### src/rtl/axi_addr_split4k_gen.sv
// ---------------------------------------------------------------------------
// axi_addr_split4k_gen
//
// Purpose:
//   Takes one DMA burst request (start byte address + beat count) and issues
//   it on an AXI AW/AR address channel as one or more INCR sub-bursts so that
//   no sub-burst crosses a 2^BOUNDARY_LOG2-byte boundary. For each sub-burst
//   issued, a piece descriptor {beats-1, last-of-request} is pushed into a
//   small internal FIFO so the data path can track per-piece beat counts and
//   last flags.
//
// Ports:
//   aclk, aresetn            clock, asynchronous active-low reset
//   cfg_split_en             1 = split at boundaries, 0 = pass bursts whole
//   x_burst_arvld_disable    blocks acceptance of new requests
//   dma_req_valid/ready      request handshake
//   dma_req_addr/len         request start byte address, beats minus 1
//   dma_xaddr_burst_ok       1-cycle pulse after the last piece handshakes
//   o_ax*                    AXI address channel (valid/id/addr/len/size/...)
//   i_axready                AXI address channel ready
//   info_valid/ready         piece-descriptor FIFO head handshake
//   info_len/info_last       head descriptor: beats minus 1, last piece flag
//   split_active             current request issues more than one piece
//
// Optional feature (macro AXI_SPLIT_STAT_EN):
//   Adds input stat_clr and outputs stat_req_cnt[15:0] / stat_piece_cnt[15:0],
//   saturating counts of accepted requests and issued sub-bursts. Without the
//   macro these ports and counters do not exist.
// ---------------------------------------------------------------------------
module axi_addr_split4k_gen #(
    parameter int AXI_IDW       = 4,
    parameter int AXI_LOCKW     = 2,
    parameter int ID            = 0,
    parameter int ADDRW         = 32,
    parameter int LENW          = 8,
    parameter int DATA_BYTES    = 32,
    parameter int BOUNDARY_LOG2 = 12,
    parameter int INFO_DEPTH    = 4
) (
    input  logic                 aclk,
    input  logic                 aresetn,
    input  logic                 cfg_split_en,
    input  logic                 x_burst_arvld_disable,
    input  logic                 dma_req_valid,
    output logic                 dma_req_ready,
    input  logic [ADDRW-1:0]     dma_req_addr,
    input  logic [LENW-1:0]      dma_req_len,
    output logic                 dma_xaddr_burst_ok,
    output logic                 o_axvalid,
    output logic [AXI_IDW-1:0]   o_axid,
    output logic [ADDRW-1:0]     o_axaddr,
    output logic [LENW-1:0]      o_axlen,
    output logic [2:0]           o_axsize,
    output logic [1:0]           o_axburst,
    output logic [AXI_LOCKW-1:0] o_axlock,
    output logic [3:0]           o_axcache,
    output logic [2:0]           o_axprot,
    input  logic                 i_axready,
    output logic                 info_valid,
    input  logic                 info_ready,
    output logic [LENW-1:0]      info_len,
    output logic                 info_last,
`ifdef AXI_SPLIT_STAT_EN
    input  logic                 stat_clr,
    output logic [15:0]          stat_req_cnt,
    output logic [15:0]          stat_piece_cnt,
`endif
    output logic                 split_active
);

    localparam int SIZE_LOG2 = $clog2(DATA_BYTES);
    localparam int BLOG      = BOUNDARY_LOG2;
    // Beats that fit in one boundary-sized window.
    localparam int SPAN_LOG2 = BLOG - SIZE_LOG2;
    // Remaining-beat counter holds 1..2^LENW, so it needs LENW+1 bits.
    localparam int RW        = LENW + 1;
    // Working width for boundary math: wide enough for both the beat count
    // and the beats-to-boundary value without truncation.
    localparam int CW        = ((RW > (BLOG + 1)) ? RW : (BLOG + 1)) + 1;
    localparam int HIW       = ADDRW - BLOG;
    localparam int PTRW      = $clog2(INFO_DEPTH);
    localparam int CNTW      = PTRW + 1;

    typedef enum logic {
        ST_IDLE,
        ST_ISSUE
    } state_t;

    // Beats in the next piece starting at an address whose in-window offset
    // is 'low'. Offset bits below the beat size are discarded by the shift.
    function automatic logic [RW-1:0] calc_piece(
        input logic [BLOG-1:0] low,
        input logic [RW-1:0]   rem,
        input logic            split_en
    );
        logic [CW-1:0] to_bnd;
        logic [CW-1:0] pick;
        to_bnd = (CW'(1) << SPAN_LOG2) - (CW'(low) >> SIZE_LOG2);
        if (split_en && (to_bnd < CW'(rem))) begin
            pick = to_bnd;
        end else begin
            pick = CW'(rem);
        end
        return RW'(pick);
    endfunction

    state_t               state_q, state_d;
    logic [ADDRW-1:0]     cur_addr_q, cur_addr_d;
    logic [RW-1:0]        rem_q, rem_d;
    logic                 split_q, split_d;
    logic                 axvalid_q, axvalid_d;
    logic [ADDRW-1:0]     axaddr_q, axaddr_d;
    logic [LENW-1:0]      axlen_q, axlen_d;
    logic                 axlast_q, axlast_d;
    logic                 ok_q, ok_d;

    logic [LENW:0]        mem_q [INFO_DEPTH];
    logic [LENW:0]        mem_d [INFO_DEPTH];
    logic [PTRW-1:0]      wr_ptr_q, wr_ptr_d;
    logic [PTRW-1:0]      rd_ptr_q, rd_ptr_d;
    logic [CNTW-1:0]      count_q, count_d;

    logic                 fifo_free;
    logic                 req_ready;
    logic                 accept;
    logic                 ax_hs;
    logic                 push;
    logic                 pop;
    logic [RW-1:0]        req_rem;
    logic [RW-1:0]        req_piece;
    logic [RW-1:0]        cur_piece;
    logic [RW-1:0]        hs_piece;

    // Handshake and request-side helpers. Ready is gated by aresetn so it
    // reads 0 while the block is held in reset.
    always_comb begin
        fifo_free = (count_q < CNTW'(INFO_DEPTH));
        req_ready = aresetn && (state_q == ST_IDLE) && !x_burst_arvld_disable && fifo_free;
        accept    = dma_req_valid && req_ready;
        ax_hs     = axvalid_q && i_axready;
        push      = ax_hs;
        pop       = (count_q != '0) && info_ready;
        req_rem   = {1'b0, dma_req_len} + RW'(1);
        req_piece = calc_piece(dma_req_addr[BLOG-1:0], req_rem, cfg_split_en);
        cur_piece = calc_piece(cur_addr_q[BLOG-1:0], rem_q, cfg_split_en);
        hs_piece  = {1'b0, axlen_q} + RW'(1);
    end

    // Request FSM. In ISSUE, valid is raised for the next piece only while a
    // descriptor slot is free; since this block is the only FIFO writer, that
    // slot cannot be taken away before the handshake. After a handshake the
    // address advances to the next window start, which is where every
    // non-final piece ends.
    always_comb begin
        state_d    = state_q;
        cur_addr_d = cur_addr_q;
        rem_d      = rem_q;
        split_d    = split_q;
        axvalid_d  = axvalid_q;
        axaddr_d   = axaddr_q;
        axlen_d    = axlen_q;
        axlast_d   = axlast_q;
        ok_d       = 1'b0;
        unique case (state_q)
            ST_IDLE: begin
                if (accept) begin
                    cur_addr_d = dma_req_addr;
                    rem_d      = req_rem;
                    split_d    = (req_piece < req_rem);
                    state_d    = ST_ISSUE;
                end
            end
            ST_ISSUE: begin
                if (!axvalid_q) begin
                    if (fifo_free) begin
                        axvalid_d = 1'b1;
                        axaddr_d  = cur_addr_q;
                        axlen_d   = cur_piece[LENW-1:0] - LENW'(1);
                        axlast_d  = (cur_piece == rem_q);
                    end
                end else if (i_axready) begin
                    axvalid_d  = 1'b0;
                    rem_d      = rem_q - hs_piece;
                    cur_addr_d = {cur_addr_q[ADDRW-1:BLOG] + HIW'(1), {BLOG{1'b0}}};
                    if (axlast_q) begin
                        ok_d    = 1'b1;
                        split_d = 1'b0;
                        state_d = ST_IDLE;
                    end
                end
            end
            default: state_d = ST_IDLE;
        endcase
    end

    // Descriptor FIFO next-state: write at the tail on a handshake, advance
    // the head on a pop, count tracks the difference.
    always_comb begin
        mem_d    = mem_q;
        wr_ptr_d = wr_ptr_q;
        rd_ptr_d = rd_ptr_q;
        count_d  = count_q;
        if (push) begin
            mem_d[wr_ptr_q] = {axlen_q, axlast_q};
            wr_ptr_d        = wr_ptr_q + PTRW'(1);
        end
        if (pop) begin
            rd_ptr_d = rd_ptr_q + PTRW'(1);
        end
        unique case ({push, pop})
            2'b10:   count_d = count_q + CNTW'(1);
            2'b01:   count_d = count_q - CNTW'(1);
            default: count_d = count_q;
        endcase
    end

    always_ff @(posedge aclk or negedge aresetn) begin
        if (!aresetn) begin
            state_q    <= ST_IDLE;
            cur_addr_q <= '0;
            rem_q      <= '0;
            split_q    <= 1'b0;
            axvalid_q  <= 1'b0;
            axaddr_q   <= '0;
            axlen_q    <= '0;
            axlast_q   <= 1'b0;
            ok_q       <= 1'b0;
            wr_ptr_q   <= '0;
            rd_ptr_q   <= '0;
            count_q    <= '0;
            for (int i = 0; i < INFO_DEPTH; i++) begin
                mem_q[i] <= '0;
            end
        end else begin
            state_q    <= state_d;
            cur_addr_q <= cur_addr_d;
            rem_q      <= rem_d;
            split_q    <= split_d;
            axvalid_q  <= axvalid_d;
            axaddr_q   <= axaddr_d;
            axlen_q    <= axlen_d;
            axlast_q   <= axlast_d;
            ok_q       <= ok_d;
            wr_ptr_q   <= wr_ptr_d;
            rd_ptr_q   <= rd_ptr_d;
            count_q    <= count_d;
            mem_q      <= mem_d;
        end
    end

`ifdef AXI_SPLIT_STAT_EN
    logic [15:0] stat_req_q, stat_req_d;
    logic [15:0] stat_piece_q, stat_piece_d;

    // Saturating statistics; a clear in the same cycle as an event wins.
    always_comb begin
        stat_req_d   = stat_req_q;
        stat_piece_d = stat_piece_q;
        if (stat_clr) begin
            stat_req_d   = '0;
            stat_piece_d = '0;
        end else begin
            if (accept && (stat_req_q != 16'hFFFF)) begin
                stat_req_d = stat_req_q + 16'd1;
            end
            if (ax_hs && (stat_piece_q != 16'hFFFF)) begin
                stat_piece_d = stat_piece_q + 16'd1;
            end
        end
    end

    always_ff @(posedge aclk or negedge aresetn) begin
        if (!aresetn) begin
            stat_req_q   <= '0;
            stat_piece_q <= '0;
        end else begin
            stat_req_q   <= stat_req_d;
            stat_piece_q <= stat_piece_d;
        end
    end

    assign stat_req_cnt   = stat_req_q;
    assign stat_piece_cnt = stat_piece_q;
`endif

    assign dma_req_ready      = req_ready;
    assign dma_xaddr_burst_ok = ok_q;
    assign o_axvalid          = axvalid_q;
    assign o_axid             = AXI_IDW'(ID);
    assign o_axaddr           = axaddr_q;
    assign o_axlen            = axlen_q;
    assign o_axsize           = 3'(SIZE_LOG2);
    assign o_axburst          = 2'b01;
    assign o_axlock           = '0;
    assign o_axcache          = 4'b0000;
    assign o_axprot           = 3'b000;
    assign info_valid         = (count_q != '0);
    assign info_len           = mem_q[rd_ptr_q][LENW:1];
    assign info_last          = mem_q[rd_ptr_q][0];
    assign split_active       = split_q;

endmodule

### config.mk
export PLATFORM = sky130hd
export DESIGN_NAME = axi_addr_split4k_gen
export DESIGN_NICKNAME = d
export VERILOG_FILES = /design/src/rtl/axi_addr_split4k_gen.sv
export SDC_FILE = /design/constraint.sdc
export NUM_CORES = 1
export LEC_CHECK = 0
export BUFFER_PORTS_ARGS = -buffer_cell sky130_fd_sc_hd__buf_4
export CORE_MARGIN = 2
export CORE_UTILIZATION = 57
export CTS_CLUSTER_DIAMETER = 80
export DETAILED_ROUTE_END_ITERATION = 16
export PLACE_DENSITY = 0.79
export SLEW_MARGIN = 10
export SYNTH_ARGS = -nofsm -noshare
export SYNTH_HDL_FRONTEND = slang
export SYNTH_SLANG_ARGS = --single-unit
### constraint.sdc
create_clock -name aclk -period 4 [get_ports aclk]
set_input_delay 0.2 -clock aclk [delete_from_list [all_inputs] [get_ports aclk]]
set_output_delay 0.2 -clock aclk [all_outputs]
set_load 0.02 [all_outputs]
==> reports/metrics.yaml <==
grt:
  antenna_found_initial: 0
  grt_max_degree: 51
  grt.total_usage: 0.261
  grt_pass1_wl_microns: 29200
  grt_pass1_vias: 5827
  grt-ovfl-total: 0
placed_design:
  port_buffers: 100
  place_hpwl_microns: 12700
  gp_congestion: 0.903
  pre_cts_ws_ns: 0.116
status:
  status: "complete, no violations"
pwr:
  pwr-share-seq: 0.333
  p_comb_frac: 0.476
  p_int_mw: 4.39
  p_per_area_nw_per_um2: 854
  p_sw_mw: 3.25
  ir_drop_v: 0.000422
  clockPowerShare: 0.191
  p_leak_nw: 4.30
  swShare: 0.425
setup_path:
  critical_path.startpoint: "cur_addr_q[6]"
  start_kind: "flip-flop"
  crit_end: "o_axlen[6]"
  end_kind: "flip-flop"
  arrival_ns: 4.05
  r2r-end: "o_axlen[6]"
  worstPathRequired_ns: 4.30
  cpMaxStageDelayCell: "dfrtp_1"
  crit_type: "flip-flop to flip-flop"
  rr_worst_depth: 17
  slowest_delay_ns: 0.41
  cp_cell_sequence: "inv_1 > ha_2 > xor2_2 > inv_1 > ha_1 > nand2_1 > o21ai_1 > a21oi_1 > o311ai_2 > buf_4 > mux2i_1 > ha_1 > nor2b_1 > nand4_1 > xnor2_1 > and3_2 > a221o_1"
  reg2reg_from: "cur_addr_q[6]"
  r2r_slack_ns: 0.25
  crit_fanout: 6
sta:
  final.min_clock_period_ns: 3.75
  max_freq_ghz: 0.267
  maxSlewViolCount: 0
  max_slew_margin: 0.364
  tns_ns: 0
  finClkSkew_ns: 0.00850
  setup_slack_ns: 0.250
  tightest_slew_ns: 0.953
  finalCritPeriodShare: 0.938
  hold_viol: 0
  setup_violations: 0
yosys:
  ys_top_cells_by_area: "dfrtp_1 43%, nand2_1 9.5%, ha_1 6.2%"
  synth.avg_cell_area_sq_um: 9.11
  netlist_top_cells_count: "188 x nand2_1, 129 x dfrtp_1, 65 x o21ai_0"
  yosysWarnings: 0
  netlist_area_sq_um: 7430
  synth_seq_cells: 129
  synth_top_flop_cell: "dfrtp_1"
  ys_types: 67
  synth-async-reset-ratio: 1.00
  yosysMostFrequentCell: "nand2_1"
  synth_top_area_cell: "dfrtp_1"
  seq_area_frac_synth: 0.434
  synth_edf_count: 0
  synthCells: 816
  netlist.area_leader.share: 0.434
route:
  ant_nets: 0
  wl_met3_microns: 856
  via_per_inst: 5.60
  met2_length_microns: 8440
  wire_per_inst_microns: 16.1
  drcViolationCount: 0
  num_vias: 6196
  wl_microns: 17800
  wirelength_met1_microns: 8200
  dr.pass1.iters: 5
  first_iter_violations: 569
  dr.max_layer_used: "met4"
cells_and_area:
  drive_above_1_share: 0.195
  synthToLayoutAreaGrowth_pct: 20.4
  diodes: 0
  final_util: 0.706
  layout.nets: 1008
die:
  die_width_microns: 118
  initial_core_util: 0.587
  design.core.area_sq_um: 12700
  fp-row-count: 41
  io_pins: 119
  die_h_microns: 118
  die-area_sq_um: 14000
clock_network:
  clk-insertion-delay-late_ns: 0.42
  cts.sinks: 129
  numCtsBuffers: 17
  cts_tree: "done"
  path_clk_slew_ns: 0.06
  cts-root-buf: "clkbuf_16"
  cts.path.max_buffers: 2
  cts_htree_levels: 4
worst_hold_path:
  hp-class: "input port to flip-flop"
  whs_path_depth: 3
flow_run:
  max-cap-violations: 0
state kept, by name (all words and copies together) (netlist names):
register            flops
dma_xaddr_burst_ok      1
wr_ptr_q                2
split_active            1
o_axvalid               1
cur_addr_q             32
o_axaddr               32
rem_q                   9
count_q                 3
rd_ptr_q                2
o_axlen                 8
axlast_q                1
mem_q                  36
state_q                 1
cell families (layout without fill, tap and decap cells):
| logic type | after synthesis | in the layout | synth area share |
|---|---|---|---|
| adder cells (fa/ha/maj) | 40 | 40 | 0.0692 |
| AND/OR/NAND/NOR | 311 | 311 | 0.188 |
| flip-flops | 129 | 129 | 0.434 |
| multiplexers | 33 | 33 | 0.0606 |
| buffers and inverters | 89 | 192 | 0.0582 |
| other | 2 | 18 | 0.00101 |
| XOR/XNOR | 41 | 41 | 0.0493 |
| AO/OA/AOI/OAI | 171 | 171 | 0.140 |
worst min-delay path by stage:
stage,startpoint,endpoint
3_5_place_dp,aresetn,mem_q[25]
5_1_grt,dma_req_addr[10],cur_addr_q[10]
4_1_cts,dma_req_addr[10],cur_addr_q[10]
3_3_place_gp,aresetn,mem_q[25]
6_report,dma_req_addr[10],cur_addr_q[10]
2_1_floorplan,aresetn,axlast_q
power by group through the flow:
stage / Sequential (mW) / Combinational (mW) / Clock, mW
after CTS: 2.53 / 3.60 / 1.48
final: 2.55 / 3.64 / 1.46
after detailed placement: 2.54 / 3.58 / 0
after global placement: 2.53 / 3.50 / 0
after global routing: 2.64 / 4.03 / 1.54
after floorplan: 2.55 / 2.41 / 0
stage by stage:
stage	cells	power (mW)	hold WS, ns	instance area [sq um]
floorplan	832	4.96	-0.0956	7490
global placement	1067	6.03	0.199	8280
detailed placement	1067	6.12	0.203	8280
CTS	1106	7.61	0.00850	8920
global route	1107	8.21	0.0107	8950
finish	1107	7.64	0.0206	8950
critical path, delay by kind of cell, from the launching register on:
family          cells  cell delay, ns
flops               1            0.41
simple gates        4            0.64
compound gates      4            0.80
mux                 1            0.18
buf+inv             3            0.36
fa+ha+maj           3            0.80
xor+xnor            2            0.45
cell usage in the layout, fill, tap and decap left out, types with 12 or more instances in the layout:
cell type / count
a21oi_1: 42
nor2_1: 29
o22ai_1: 19
dfrtp_1: 129
buf_4: 116
o21ai_0: 65
inv_1: 37
clkbuf_16: 17
xnor2_1: 26
nand2_1: 188
conb_1: 18
ha_1: 36
xor2_1: 12
nand3_1: 37
mux2i_1: 18
layer usage:
| layer | up-vias | GRT usage |
|---|---|---|
| li1 | 3015 | - |
| met1 | 2962 | 0.370 |
| met2 | 198 | 0.404 |
| met3 | 21 | 0.0507 |
| met4 | 0 | 0.0836 |
| met5 | - | 0 |
timing repair:
item / CTS / global route
hold buffers: 7 / 0
hold endpoints to repair: 43 / 0
setup buffers: 0 / 1
setup endpoints to repair: 0 / 2
resized for setup: 0 / 4
cell type report:
type	count	area [sq um]
multi-input combinational	614	3860
sequential	129	3230
clock buffer	19	453
clock inverter	13	111
tap	172	215
inverter	37	139
timing repair buffer	123	941
fill	982	3720
Note: power is estimated with default switching activity, not from simulation.
